[src/rtl/pipeline_ctrl_pkg.sv]
// Shared constants for the pipeline stall/flush sequencer: bus widths,
// exception type codes and stall-vector bit positions.
package pipeline_ctrl_pkg;

    localparam int unsigned ADDR_W     = 32;
    localparam int unsigned DATA_W     = 32;
    localparam int unsigned EXC_TYPE_W = 5;

    localparam logic [EXC_TYPE_W-1:0] EXC_NONE    = 5'd0;
    localparam logic [EXC_TYPE_W-1:0] EXC_INT     = 5'd1;
    localparam logic [EXC_TYPE_W-1:0] EXC_ADEL    = 5'd4;
    localparam logic [EXC_TYPE_W-1:0] EXC_SYSCALL = 5'd8;
    localparam logic [EXC_TYPE_W-1:0] EXC_RI      = 5'd10;
    localparam logic [EXC_TYPE_W-1:0] EXC_OV      = 5'd12;
    localparam logic [EXC_TYPE_W-1:0] EXC_ERET    = 5'd14;

    localparam int unsigned STALL_W     = 5;
    localparam int unsigned STALL_PC    = 0;
    localparam int unsigned STALL_IFID  = 1;
    localparam int unsigned STALL_IDEX  = 2;
    localparam int unsigned STALL_EXMEM = 3;
    localparam int unsigned STALL_MEMWB = 4;

    // Hold every register up to and including the requesting stage's own.
    function automatic logic [STALL_W-1:0] stall_upto(input int unsigned last_bit);
        logic [STALL_W-1:0] v;
        v = '0;
        for (int unsigned i = 0; i < STALL_W; i++) begin
            if (i <= last_bit) v[i] = 1'b1;
        end
        return v;
    endfunction

endpackage

[src/rtl/pipeline_ctrl.sv]
// Central stall/flush sequencer: prioritises stage stall requests, flushes on
// exceptions and issues the PC redirect, deferring it while a fetch is in flight.
module pipeline_ctrl
    import pipeline_ctrl_pkg::*;
#(
    parameter logic [ADDR_W-1:0] EXC_ENTRY       = 32'hBFC00380,
    parameter int unsigned       STALL_CNT_WIDTH = 32
) (
    input  logic                       clk,
    input  logic                       rst,
    input  logic                       stall_req_if,
    input  logic                       stall_req_id,
    input  logic                       stall_req_ex,
    input  logic                       stall_req_mem,
    input  logic [EXC_TYPE_W-1:0]      exception_type_i,
    input  logic [DATA_W-1:0]          cp0_epc_i,
    output logic [STALL_W-1:0]         stall_o,
    output logic                       flush_o,
    output logic                       redirect_valid_o,
    output logic [ADDR_W-1:0]          redirect_pc_o,
    output logic [STALL_CNT_WIDTH-1:0] stall_cnt_o
);

    typedef enum logic [0:0] {StIdle, StPend} state_e;

    state_e                     state_q, state_d;
    logic [ADDR_W-1:0]          pend_pc_q, pend_pc_d;
    logic [STALL_CNT_WIDTH-1:0] stall_cnt_q;
    logic                       exc;
    logic [ADDR_W-1:0]          tgt;

    assign exc = (exception_type_i != EXC_NONE);
    assign tgt = (exception_type_i == EXC_ERET) ? cp0_epc_i : EXC_ENTRY;

    always_comb begin
        stall_o          = '0;
        flush_o          = 1'b0;
        redirect_valid_o = 1'b0;
        redirect_pc_o    = '0;
        state_d          = state_q;
        pend_pc_d        = pend_pc_q;
        // Outputs are forced quiet for the whole time reset is held.
        if (!rst) begin
            unique case (state_q)
                StIdle: begin
                    if (exc) begin
                        flush_o = 1'b1;
                        if (stall_req_if) begin
                            // Fetch still in flight: park the target until it completes.
                            stall_o   = stall_upto(STALL_PC);
                            pend_pc_d = tgt;
                            state_d   = StPend;
                        end else begin
                            redirect_valid_o = 1'b1;
                            redirect_pc_o    = tgt;
                        end
                    end else if (stall_req_mem) begin
                        stall_o = stall_upto(STALL_EXMEM);
                    end else if (stall_req_ex) begin
                        stall_o = stall_upto(STALL_IDEX);
                    end else if (stall_req_id) begin
                        stall_o = stall_upto(STALL_IFID);
                    end else if (stall_req_if) begin
                        stall_o = stall_upto(STALL_PC);
                    end
                end
                StPend: begin
                    if (stall_req_if) begin
                        stall_o = stall_upto(STALL_PC);
                    end else begin
                        flush_o          = 1'b1;
                        redirect_valid_o = 1'b1;
                        redirect_pc_o    = pend_pc_q;
                        state_d          = StIdle;
                    end
                end
                default: state_d = StIdle;
            endcase
        end
    end

    always_ff @(posedge clk or posedge rst) begin
        if (rst) begin
            state_q   <= StIdle;
            pend_pc_q <= '0;
        end else begin
            state_q   <= state_d;
            pend_pc_q <= pend_pc_d;
        end
    end

    always_ff @(posedge clk or posedge rst) begin
        if (rst) begin
            stall_cnt_q <= '0;
        end else if ((stall_o != '0) && (stall_cnt_q != '1)) begin
            stall_cnt_q <= stall_cnt_q + 1'b1;
        end
    end

    assign stall_cnt_o = stall_cnt_q;

endmodule

[config.mk]
export PLATFORM = sky130hd
export DESIGN_NAME = pipeline_ctrl
export DESIGN_NICKNAME = d
export VERILOG_FILES = /design/src/rtl/pipeline_ctrl_pkg.sv /design/src/rtl/pipeline_ctrl.sv
export SDC_FILE = /design/constraint.sdc
export NUM_CORES = 1
export LEC_CHECK = 0
export ABC_CLOCK_PERIOD_IN_PS = 5700
export BUFFER_PORTS_ARGS = -buffer_cell sky130_fd_sc_hd__buf_2
export CORE_ASPECT_RATIO = 1.4
export CORE_MARGIN = 10
export CORE_UTILIZATION = 50
export CTS_BUF_LIST = sky130_fd_sc_hd__clkbuf_8
export DETAILED_ROUTE_END_ITERATION = 10
export PLACE_DENSITY = 0.83
export SLEW_MARGIN = 10
export SYNTH_ARGS = -nofsm -noshare
export SYNTH_HDL_FRONTEND = slang
export SYNTH_SLANG_ARGS = --single-unit
[constraint.sdc]
create_clock -name clk -period 5.7 [get_ports clk]
set_clock_uncertainty 0.1 [all_clocks]
set_input_delay 0.855 -clock clk [delete_from_list [all_inputs] [get_ports clk]]
set_output_delay 0.855 -clock clk [all_outputs]
set_load 0.05 [all_outputs]
# --- Word-level counts from Yosys, hierarchy flattened ---
# Cells that the tools add are included.
op_classes:
  n_addsub: 1
  eq_ne: 2
  mux: 23
  bitwise_logic: 2
  reduce_logical: 4
op_table:
  columns: ["cell", "n"]
  rows:
  - ["$mux 32", 5]
  - ["$pmux 32 s2", 1]
  - ["$add 32x1->32 const B", 1]
  - ["$ne 32x32->1 const B", 1]
  - ["$pmux 5 s2", 1]
  - ["$reduce_bool 5->1", 2]
  - ["$mux 1", 8]
  - ["$mux 4", 2]
  - ["$pmux 1 s2", 3]
  - ["$eq 5x4->1 const B", 1]
  - ["$mux 5", 1]
  - ["$reduce_and 4->1", 1]
  - ["$mux 3", 1]
  - ["$mux 2", 1]
  - ["$not 1->1", 2]
  - ["$logic_and 1x1->1", 1]
word_totals:
  regBits: 65
  in_bits: 43
  output_inout_bits: 71

# --- Longest topological paths before layout ---
# Gate-level depths: netlist (run 1).
depth:
  ltp_word: 9
  ltp_mapped: 7
  ltp_nobuf: 6

# --- Worst setup path before layout (run 1) ---
# OpenSTA, ideal clock, no wires.
synth_timing:
  path_kind: "input -> output"
  start: "input rst"
  end: "output stall_o[1]"
  arrival_time_ns: 3.108
  required_ns: 4.745
  path_slack_ns: 1.637
  cell_stages: 3
  cell_sequence: "buf_2 > inv_1 > and3_1"
synth_via:
  elab_chain_cells: 1
synth_rtl:
  columns: ["element", "line", "rtl"]
  rows:
  - ["from (decl)", "pipeline_ctrl.sv:10", "input logic rst,"]
  - ["$mux 5", "pipeline_ctrl.sv:43", "if (!rst) begin"]
  - ["to (decl)", "pipeline_ctrl.sv:17", "output logic [STALL_W-1:0] stall_o,"]
# No other way between the ends.

# --- Worst setup path in the final report (run 1) ---
layout_timing:
  start: "input exception_type_i[0]"
  end: "output redirect_pc_o[3]"
layout_via:
  elab_chain_cells: 6
  word_cells_on_any_way: 7
  classes_between: "eq/ne (1); mux (5); reduce/logical (1)"
layout_rtl:
  columns: ["element", "line", "rtl"]
  rows:
  - ["from (decl)", "pipeline_ctrl.sv:15", "input logic [EXC_TYPE_W-1:0] exception_type_i,"]
  - ["$eq 5x4->1", "pipeline_ctrl.sv:33", "assign tgt = (exception_type_i == EXC_ERET) ? cp0_epc_i : EXC_ENTRY;"]
  - ["$mux 32", "pipeline_ctrl.sv:33", null]
  - ["$mux 32", "pipeline_ctrl.sv:48", "if (stall_req_if) begin"]
  - ["$mux 32 *", "pipeline_ctrl.sv:46", "if (exc) begin"]
  - ["$pmux 32 s2 *", "pipeline_ctrl.sv:44", "unique case (state_q)"]
  - ["$mux 32 *", "pipeline_ctrl.sv:43", null]
  - ["to (decl)", "pipeline_ctrl.sv:20", "output logic [ADDR_W-1:0] redirect_pc_o,"]
# Mark *: on every way between the ends. The rest lies on a longest branch, timed or not.

==> results.md, run 1 <==
- Status: complete, no violations
- Share of post-route cells with drive strength above 1: 28.5%
- Fill cells: 637
- Most common library cells after synthesis: sky130_fd_sc_hd__nand2_1 (91), sky130_fd_sc_hd__dfrtp_1 (65), sky130_fd_sc_hd__o21ai_0 (41)
- All-layer global routing usage: 17.3%
- Antenna violations before repair: 0
- Final instance count without filler cells: 610
- Slew of the pin with the lowest slew margin: 1.07 ns
- Clock network latency to the later pin of the worst-skew pair: 0.34 ns
- Maximum number of pins on one net before global-route repair: 66
- Share of synthesized flip-flops with an asynchronous set or reset: 100%
- Number of buffers added for setup after CTS: 0
- Cells resized by post-CTS repair: 0
- DRC violation count after routing: 0
- Signed area change from the synthesized netlist to the final layout: 20.9%
- Power per cell area: 264 mW/mm²
- Die area: 0.0110 mm²
- Per-cell via count in the routed design: 5.35
- Worst endpoint required time: 4.74 ns
- Starting Density: 51.5%
- GP Congestion: 0.860
- Overall overflow remaining after global route: 0
- Number of diodes added for antenna fixing: 0
- DR pass1 iterations: 5
- Root Buffer: sky130_fd_sc_hd__clkbuf_8
- Max transition margin: 29.0%
- Top flip-flop cell by instance count after synthesis: sky130_fd_sc_hd__dfrtp_1
- Cell count after synthesis: 413
- LEAKAGE: 2.04 nW
- CP startpoint kind: input port
- Cell area after synthesis: 0.00357 mm²
- Proportion of synthesized area in mux cells: 0.631%
- Number of global-route vias before repair: 3418
- Hold bufs inserted after CTS: 0
- Setup Crit Path Kind: input port to output pin
- CTS sink cnt: 65
- Multi-input combinational cell area: 0.00183 mm²
- Post-layout instance area: 0.00431 mm²
- Largest cells by area after synthesis: sky130_fd_sc_hd__dfrtp_1 (46%), sky130_fd_sc_hd__nand2_1 (9.6%), sky130_fd_sc_hd__xnor2_1 (6.4%)
- Xor/xnor share of the synthesized area: 6.87%
- Number of port buffers: 112
- Clock period minus worst slack: 3.54 ns
- CTS H-tree lvls: 3
- Proportion of netlist area held by the largest area contributor: 45.6%
- Core area: 0.00694 mm²
- Area of placed instances: 0.00415 mm²
- Routed length per placed instance: 15.5 µm
- Simple-Gate Fraction of Synth Area: 29.0%
- Utilization of the core after routing: 62.2%
- Dominant cell by count in the synthesized netlist: sky130_fd_sc_hd__nand2_1
- Maximum buffer depth of the clock tree: 2
- Synth Area in Compound Gates: 14.2%
- Total Routed Length: 9440 µm
- Area leader, netlist: sky130_fd_sc_hd__dfrtp_1
- Placed Cells: 595
- Synth Area in Adders: 0.351%
- Crit Path Max Fanout: 20
- Count of endpoints failing setup in the final report: 0
- Final hold viol count: 0
- Register area share after synthesis: 45.6%
- Number of placement rows: 36
- Clock tree from TritonCTS: yes
- Die X-Extent: 91.4 µm
- Number of enable flip-flop cells after synthesis: 0
- Kind of end point of the critical path: output pin
- Number of warnings printed during yosys synthesis: 0
- Number of buffers created by CTS: 9
- Nets: 555
- Library cells used by synthesis: 44
- Antenna-violating nets left: 0
- Number of nets in the synthesized netlist: 457
- Data arrival time at the worst-slack endpoint: 2.59 ns
- Worst voltage drop across the vdd grid: 121 µV
- Clk pin slew, worst setup/hold paths: 0.06 ns
- Maximum capacitance violations: 0
- First-pass GRT wire length: 16000 µm
- Max-slew violation count: 0
- Worst hold slack after final layout: 0.382 ns
- Setup repair after global routing missed its margin: no
- Count of boundary I/O pins: 114
- Setup TNS: 0 ns
- Detailed router's first-iteration violation count: 104
- Total via count after detailed routing: 3263
- Largest family of logic cells by synthesized area: simple AND/OR/NAND/NOR gates
- Vertical die dimension: 120 µm
- Total of flip-flops plus latches after synthesis: 65
- Average size of a mapped cell: 8.64 µm²
- Final Cycle Share: 62.1%
- Peak clock frequency supported by timing: 282 MHz
- Post-detail-place hpwl: 6880 µm
- Worst hold path type: register to register
- Sequential cell area in the final layout: 0.00163 mm²
## critical path, cell delays in order
cell                      delay (ns)
sky130_fd_sc_hd__buf_2          0.10
sky130_fd_sc_hd__or2_1          0.25
sky130_fd_sc_hd__nor2_2         0.64
sky130_fd_sc_hd__nand2_1        0.17
sky130_fd_sc_hd__o21a_1         0.21
sky130_fd_sc_hd__nor2_1         0.07
sky130_fd_sc_hd__buf_2          0.27
## through the flow
stage	setup slack [ns]	power (mW)
after floorplan	1.64	0.745
after global placement	1.84	0.814
after detailed placement	1.77	0.821
after CTS	1.76	1.15
after global routing	1.96	1.20
final	2.16	1.14
## per-layer routing
metal / global-route usage, % / vias up / share of wire, %
li1: - / 1606 / -
met1: 19.6 / 1521 / 41
met2: 28.3 / 122 / 48
met3: 7.11 / 14 / 9.3
met4: 6.48 / 0 / 1.4
met5: 0 / - / 0
## final cells by class
class	instances	area share (%)
Clock buffer	10	3.19
Clock inverter	5	0.580
Inverter	2	0.174
Multi-Input combinational cell	320	42.4
Sequential cell	65	37.7
Tap cell	95	2.76
Timing Repair Buffer	113	13.2
## sequential cells by signal (all words and copies together) (netlist names)
signal / count
pend_pc_q: 32
stall_cnt_o: 32
state_q: 1
## path summary, 6_finish.rpt
kind                               endpoint           startpoint  cells after the start  slack (ns)
setup reg to reg               pend_pc_q[5]              state_q                      3        3.07
max in group asynchronous           state_q                  rst                      3        4.14
min in group asynchronous     pend_pc_q[20]                  rst                      3        0.80
hold / removal                pend_pc_q[24]        pend_pc_q[24]                      2        0.38
hold reg to reg               pend_pc_q[24]        pend_pc_q[24]                      2        0.38
setup / recovery           redirect_pc_o[3]  exception_type_i[0]                      7        2.16
## layout by cell type (no fill, tap or decap), types with 2 or more instances in the layout
cell                       synthesis  final
sky130_fd_sc_hd__a21oi_1          13     13
sky130_fd_sc_hd__and2_1            2      2
sky130_fd_sc_hd__and3_1            9      9
sky130_fd_sc_hd__and4_1            4      4
sky130_fd_sc_hd__buf_2             6    112
sky130_fd_sc_hd__clkbuf_8          0     10
sky130_fd_sc_hd__clkinv_2          0      2
sky130_fd_sc_hd__dfrtp_1          65     64
sky130_fd_sc_hd__inv_1             2      3
sky130_fd_sc_hd__mux2_2            2      2
sky130_fd_sc_hd__nand2_1          91     91
sky130_fd_sc_hd__nand3_1          21     21
sky130_fd_sc_hd__nand4_1          16     16
sky130_fd_sc_hd__nor2_1           39     38
sky130_fd_sc_hd__nor2_2            1      2
sky130_fd_sc_hd__nor3_1            2      2
sky130_fd_sc_hd__nor3_2            2      2
sky130_fd_sc_hd__nor4_4            2      2
sky130_fd_sc_hd__nor4b_4           2      2
sky130_fd_sc_hd__o21a_1           22     22
sky130_fd_sc_hd__o21ai_0          41     41
sky130_fd_sc_hd__o21ai_1           3      3
sky130_fd_sc_hd__or2_2             2      2
sky130_fd_sc_hd__xnor2_1          26     26
sky130_fd_sc_hd__xor2_1            2      2
## logic make-up (layout without fill, tap and decap cells)
group / Yosys count / in the layout
compound gates: 84 / 84
buf+inv: 28 / 130
fa+ha+maj: 1 / 1
xor+xnor: 28 / 28
mux: 2 / 2
other cells: 1 / 1
simple gates: 204 / 204
flops: 65 / 65
## power breakdown
part | internal (mW) | total, mW | switching, mW
clock | 0.162 | 0.332 | 0.169
combinational | 0.0734 | 0.256 | 0.183
sequential | 0.504 | 0.552 | 0.0481
total | 0.740 | 1.14 | 0.400
Power figures use the tool's default switching activity.
==> inputs of run 2 (changes only) <==
--- a/config.mk
+++ b/config.mk
@@ -5,7 +5,7 @@
 export SDC_FILE = /design/constraint.sdc
 export NUM_CORES = 1
 export LEC_CHECK = 0
-export ABC_CLOCK_PERIOD_IN_PS = 5700
+export ABC_CLOCK_PERIOD_IN_PS = 3400
 export BUFFER_PORTS_ARGS = -buffer_cell sky130_fd_sc_hd__buf_2
 export CORE_ASPECT_RATIO = 1.4
 export CORE_MARGIN = 10
==> constraint.sdc (replaced) <==
create_clock -name clk -period 3.4 [get_ports clk]
set_clock_uncertainty 0.1 [all_clocks]
set_input_delay 0.51 -clock clk [delete_from_list [all_inputs] [get_ports clk]]
set_output_delay 0.51 -clock clk [all_outputs]
set_load 0.05 [all_outputs]
==> run 2 against run 1 <==
Effect of this change:
- via count rose by 1.5%
- critical path depth fell by 3
- sequential cell count did not move
- largest power group unchanged
- cell area rose by 1.2%
- cell count rose by 0.49%
- critical endpoint is now redirect_pc_o[25]
- core utilization rose by 0.76 points
- critical path type is now register to output pin
- wire length barely moved
- die area did not move
- largest cell class unchanged
- clock power rose by 99%
- highest routed layer unchanged
- sequential share of layout area fell by 0.45 points
==> results.md, run 2 (synthesized netlist as in run 1, its figures left out) <==
- Status: complete, no violations
- Maximum number of pins on one net before global-route repair: 66 (unchanged)
- Placed Cells: 598 (+0.50%)
- Setup ws final: 0.495 ns (-1.66 ns)
- Design Power: 2.03 mW (+78%)
- Setup slack after placement: 0.701 ns (-1.07 ns)
- Number of buffer and inverter instances along the worst setup path: 1 (-1)
- Data arrival time at the worst-slack endpoint: 2.30 ns (-0.29 ns)
- Final Cycle Share: 85.5%
- Routed length per placed instance: 15.4 µm (-0.58%)
- Count of endpoints failing setup in the final report: 0 (unchanged)
- Reg-to-reg setup timing slack: 1.07 ns (-2.00 ns)
- Antenna violations before repair: 0 (unchanged)
- Worst hold slack after final layout: 0.316 ns (-0.0657 ns)
- Setup repair after global routing missed its margin: no
- Root Buffer: sky130_fd_sc_hd__clkbuf_8
- Clock period minus worst slack: 2.91 ns
- Top cell family by delay on the critical path: simple AND/OR/NAND/NOR gates
- Vertical die dimension: 120 µm (unchanged)
- Antenna-violating nets left: 0 (unchanged)
- Final instance count without filler cells: 613 (+0.49%)
- CTS H-tree lvls: 3 (unchanged)
- Clk pin slew, worst setup/hold paths: 0.07 ns (about the same)
- Count of boundary I/O pins: 114 (unchanged)
- Met3 routed wirelength: 681 µm (-23%)
- Final hold viol count: 0 (unchanged)
- Worst hold path type: input port to register
- Max transition margin: 45.9% (+17 points)
- Maximum buffer depth of the clock tree: 2 (unchanged)
- Maximum capacitance violations: 0 (unchanged)
- CP startpoint kind: register
- Worst endpoint required time: 2.79 ns (-1.95 ns)
- CTS sink cnt: 65 (unchanged)
- Cells resized by post-CTS repair: 0 (unchanged)
- Post-layout instance area: 0.00437 mm² (+1.2%)
- Setup Crit Path Kind: register to output pin
- Area of placed instances: 0.00417 mm² (+0.54%)
- Slew of the pin with the lowest slew margin: 0.812 ns (-0.254 ns)
- Total via count after detailed routing: 3311 (+1.5%)
- Cell with the largest stage delay on the worst path: sky130_fd_sc_hd__nor2_1
- Utilization of the core after routing: 63.0% (+0.76 points)
- Total Routed Length: 9430 µm (about the same)
- Core area: 0.00694 mm² (unchanged)
- Total met2 wirelength after detailed routing: 4460 µm (-1.2%)
- GP Congestion: 0.831 (-3.4%)
- Number of buffers created by CTS: 9 (unchanged)
- Die area: 0.0110 mm² (unchanged)
- Crit Path Max Fanout: 27 (+35%)
- Hold bufs inserted after CTS: 0 (unchanged)
- Maximum cell stage delay along the critical path: 0.62 ns (-0.02 ns)
- Power per cell area: 464 mW/mm² (+75%)
- Commonest non-fill, non-tap cell in the layout: sky130_fd_sc_hd__buf_2
- Post-detail-place hpwl: 6970 µm (+1.2%)
- Clock tree from TritonCTS: yes
- Per-cell via count in the routed design: 5.40 (+0.97%)
- All-layer global routing usage: 17.5% (+0.20 points)
- Top library cells by usage in the layout, fill and taps aside: sky130_fd_sc_hd__buf_2 (112), sky130_fd_sc_hd__nand2_1 (91), sky130_fd_sc_hd__dfrtp_1 (64), sky130_fd_sc_hd__o21ai_0 (41), sky130_fd_sc_hd__nor2_1 (39)
- Detailed router's first-iteration violation count: 149 (+43%)
- Max-slew violation count: 0 (unchanged)
- Number of buffers added for setup after CTS: 0 (unchanged)
- Number of port buffers: 112 (unchanged)
- Die X-Extent: 91.4 µm (unchanged)
- Number of placement rows: 36 (unchanged)
- Kind of end point of the critical path: output pin
- List of cells traversed by the critical path: nor2_1, o21ai_0, a21oi_1, buf_2
- Clock network latency to the later pin of the worst-skew pair: 0.35 ns (about the same)
- Worst voltage drop across the vdd grid: 296 µV (+140%)
- Share of post-route cells with drive strength above 1: 29.0% (+0.41 points)
- Setup TNS: 0 ns (unchanged)
- Number of global-route vias before repair: 3375 (-1.3%)
- Overall overflow remaining after global route: 0 (unchanged)
- Starting Density: 51.5% (unchanged)
- DR pass1 iterations: 5 (unchanged)
- Top layer in use: met4
- Signed area change from the synthesized netlist to the final layout: 22.3%
- LEAKAGE: 2.07 nW (+1.5%)
- Sum of routed wire segments on met1: 4100 µm (+5.0%)
- First-pass GRT wire length: 16100 µm (+0.70%)
- Peak clock frequency supported by timing: 344 MHz
- Nets: 558 (+0.54%)
- DRC violation count after routing: 0 (unchanged)
- Number of diodes added for antenna fixing: 0 (unchanged)
## run 2: changes by cell type in the layout (fill, tap and decap cells not counted)
cell	change
sky130_fd_sc_hd__inv_1	-1
sky130_fd_sc_hd__nor2_1	+1
sky130_fd_sc_hd__clkbuf_8	+1
sky130_fd_sc_hd__nor2_2	-1
sky130_fd_sc_hd__bufinv_16	+1
sky130_fd_sc_hd__buf_4	+3
sky130_fd_sc_hd__clkinvlp_4	-1
## run 2: final timing paths
path / from / end / depth (start not counted)
setup / recovery: state_q / redirect_pc_o[25] / 4
hold / removal: cp0_epc_i[16] / pend_pc_q[16] / 3
setup reg to reg: state_q / pend_pc_q[27] / 5
hold reg to reg: pend_pc_q[19] / pend_pc_q[19] / 2
max in group asynchronous: rst / state_q / 3
min in group asynchronous: rst / pend_pc_q[19] / 3
## run 2: cell type report
type / count / area, µm²
clock inverters: 4 / 43.8
repair buffers: 116 / 591
multi-input cells: 320 / 1830
flip-flops and latches: 65 / 1630
well taps: 95 / 119
inverters: 2 / 7.51
clock buffers: 11 / 151
fillers: 611 / 2570
## run 2: where the power goes
part / internal [mW] / leakage [nW] / switching (mW)
Sequential: 0.845 / 0.864 / 0.0757
Combinational: 0.126 / 1.10 / 0.318
Clock: 0.369 / 0.106 / 0.291
## run 2: worst register-to-register path: stages, from the launching register on
cell and delay (ns):
sky130_fd_sc_hd__dfrtp_2 0.59, sky130_fd_sc_hd__buf_4 0.32, sky130_fd_sc_hd__or4b_2 0.66, sky130_fd_sc_hd__buf_4 0.32, sky130_fd_sc_hd__nand2_1 0.13, sky130_fd_sc_hd__o21ai_0 0.09
## run 2: routing by layer
metal,track usage [%],vias up
li1,-,1613
met4,8.15,0
met2,27.7,126
met3,4.80,14
met5,0,-
met1,21.4,1558
==> inputs of run 3 (changes only) <==
--- a/config.mk
+++ b/config.mk
@@ -5,15 +5,17 @@
 export SDC_FILE = /design/constraint.sdc
 export NUM_CORES = 1
 export LEC_CHECK = 0
-export ABC_CLOCK_PERIOD_IN_PS = 3400
+export ABC_CLOCK_PERIOD_IN_PS = 3100
 export BUFFER_PORTS_ARGS = -buffer_cell sky130_fd_sc_hd__buf_2
 export CORE_ASPECT_RATIO = 1.4
 export CORE_MARGIN = 10
 export CORE_UTILIZATION = 50
 export CTS_BUF_LIST = sky130_fd_sc_hd__clkbuf_8
+export CTS_CLUSTER_DIAMETER = 80
 export DETAILED_ROUTE_END_ITERATION = 10
 export PLACE_DENSITY = 0.83
 export SLEW_MARGIN = 10
 export SYNTH_ARGS = -nofsm -noshare
 export SYNTH_HDL_FRONTEND = slang
 export SYNTH_SLANG_ARGS = --single-unit
+export TNS_END_PERCENT = 20
==> constraint.sdc (replaced) <==
create_clock -name clk -period 3.1 [get_ports clk]
set_clock_uncertainty 0.1 [all_clocks]
set_input_delay 0.465 -clock clk [delete_from_list [all_inputs] [get_ports clk]]
set_output_delay 0.465 -clock clk [all_outputs]
set_load 0.05 [all_outputs]
==> run 3 against run 2 <==
Effect of this change:
- first-iteration DRC count fell by 3.4%
- total power rose by 5.0%
- worst setup slack got worse by 0.097 ns
- sequential share of layout area fell by 0.064 points
- via count fell by 1.7%
- die area did not move
- critical path depth did not move
- hold slack got worse by 0.023 ns
- cell count rose by 0.49%
- sequential cell count did not move
- core utilization rose by 0.11 points
- critical path type unchanged
- highest routed layer unchanged
==> results.md, run 3 (synthesized netlist as in run 1, its figures left out) <==
- Overall overflow remaining after global route: 0 (unchanged)
- Signed area change from the synthesized netlist to the final layout: 22.5%
- Maximum capacitance violations: 0 (unchanged)
- Core area: 0.00694 mm² (unchanged)
- Data arrival time at the worst-slack endpoint: 2.14 ns (-0.16 ns)
- Routed length per placed instance: 15.0 µm (-2.5%)
- Antenna violations before repair: 0 (unchanged)
- Commonest non-fill, non-tap cell in the layout: sky130_fd_sc_hd__buf_2
- Starting Density: 51.5% (unchanged)
- Met2 Use GR: 28.3% (+0.53 points)
- Final Cycle Share: 87.2%
- Peak clock frequency supported by timing: 370 MHz
- Reg-to-reg startpoint: state_q
- Root Buffer: sky130_fd_sc_hd__clkbuf_8
- Status: complete, no violations
- Total via count after detailed routing: 3254 (-1.7%)
- Crit. Startpoint: state_q
- Final hold viol count: 0 (unchanged)
- Antenna-violating nets left: 0 (unchanged)
- Number of port buffers: 112 (unchanged)
- Multi-input combinational cell area: 0.00183 mm² (unchanged)
- Clock tree from TritonCTS: yes
- Crit Path Max Fanout: 12 (-56%)
- Number of buffers added for setup after CTS: 0 (unchanged)
- Power per cell area: 486 mW/mm² (+4.8%)
- Die area: 0.0110 mm² (unchanged)
- DR pass1 iterations: 4 (-1)
- Number of diodes added for antenna fixing: 0 (unchanged)
- Cells resized by post-CTS repair: 0 (unchanged)
- Clock period minus worst slack: 2.70 ns
- Final instance count without filler cells: 616 (+0.49%)
- LEAKAGE: 2.07 nW (-0.23%)
- Worst endpoint required time: 2.53 ns (-0.26 ns)
- Sequential cell area in the final layout: 0.00163 mm² (unchanged)
- Fill cells: 624 (+2.1%)
- Worst hold slack after final layout: 0.293 ns (-0.0228 ns)
- Total Routed Length: 9240 µm (-2.1%)
- Utilization of the core after routing: 63.1% (+0.11 points)
- Layer with the highest usage: met2
- Slew of the pin with the lowest slew margin: 0.811 ns (-0.00135 ns)
- DRC violation count after routing: 0 (unchanged)
- Maximum number of pins on one net before global-route repair: 66 (unchanged)
- Count of endpoints failing setup in the final report: 0 (unchanged)
- Number of global-route vias before repair: 3438 (+1.9%)
- CTS sink cnt: 65 (unchanged)
- Hold bufs inserted after CTS: 0 (unchanged)
- First-pass GRT wire length: 15900 µm (-0.90%)
- Nets: 562 (+0.72%)
- CTS H-tree lvls: 3 (unchanged)
- Worst hold path type: input port to register
- Setup repair after global routing missed its margin: no
- Top library cells by usage in the layout, fill and taps aside: sky130_fd_sc_hd__buf_2 (112), sky130_fd_sc_hd__nand2_1 (91), sky130_fd_sc_hd__dfrtp_1 (64), sky130_fd_sc_hd__o21ai_0 (41), sky130_fd_sc_hd__nor2_1 (39)
- GP Congestion: 0.857 (+3.1%)
- Kind of end point of the critical path: output pin
- Setup Crit Path Kind: register to output pin
- Detailed router's first-iteration violation count: 144 (-3.4%)
- Setup TNS: 0 ns (unchanged)
- Max-slew violation count: 0 (unchanged)
- Post-detail-place hpwl: 6890 µm (-1.1%)
- CP startpoint kind: register
- Placed Cells: 602 (+0.67%)
- GR Util met3: 7.17% (+2.4 points)
- Count of boundary I/O pins: 114 (unchanged)
- Routing usage on met1: 19.9% (-1.5 points)
- Per-cell via count in the routed design: 5.28 (-2.2%)
- Maximum buffer depth of the clock tree: 2 (unchanged)
- Die X-Extent: 91.4 µm (unchanged)
- Number of buffers created by CTS: 9 (unchanged)
- Worst voltage drop across the vdd grid: 260 µV (-12%)
- Origin of the worst min-delay path: cp0_epc_i[2]
- Max transition margin: 46.0% (+0.090 points)
- Share of post-route cells with drive strength above 1: 29.6% (+0.60 points)
- Clk pin slew, worst setup/hold paths: 0.07 ns (about the same)
- Clock network latency to the later pin of the worst-skew pair: 0.33 ns (-0.02 ns)
- All-layer global routing usage: 17.1% (-0.31 points)
- Vertical die dimension: 120 µm (unchanged)
- Number of placement rows: 36 (unchanged)
-- run 3: path summary, 6_finish.rpt --
path / endpoint / slack, ns / cells after the start
max: redirect_pc_o[31] / 0.40 / 4
min: pend_pc_q[2] / 0.29 / 3
max reg2reg: stall_cnt_o[27] / 0.88 / 6
min reg2reg: pend_pc_q[24] / 0.38 / 2
max in group asynchronous: state_q / 1.88 / 3
min in group asynchronous: stall_cnt_o[1] / 0.46 / 3
-- run 3: per-layer routing --
layer  part of all wire, %  wire [µm]  up-vias
li1                      -          -     1617
met4                  0.88         81        0
met2                    49       4510      103
met5                     0          0        -
met1                    42       3850     1527
met3                   8.6        794        7
-- run 3: report_power, final --
part           switching [mW]  total [mW]  internal (mW)
sequential             0.0746        1.00          0.927
clock                   0.306       0.628          0.322
combinational           0.356       0.496          0.140
-- run 3: critical path, cell delays in order, from the launching register on --
cell                      delay (ns)
sky130_fd_sc_hd__dfrtp_2        0.48
sky130_fd_sc_hd__nor2_1         0.54
sky130_fd_sc_hd__o21ai_0        0.21
sky130_fd_sc_hd__a21oi_1        0.26
sky130_fd_sc_hd__buf_2          0.31
-- run 3: cell type report --
cell class                 count  share of cell area, %
clock buffer                  11                   3.46
clock inverter                 3                  0.400
inverter                       2                  0.257
multi-input combinational    320                   41.8
sequential                    65                   37.2
tap                           95                   2.72
timing repair buffer         120                   14.2
-- run 3: metrics by stage --
step / setup WS (ns) / area [µm²] / power [mW]
finish: 0.398 / 4370 / 2.13
global route: 0.252 / 4370 / 2.24
CTS: 0.374 / 4370 / 2.15
detailed placement: 0.480 / 4210 / 1.52
global placement: 0.593 / 4210 / 1.50
floorplan: 0.253 / 3570 / 1.37
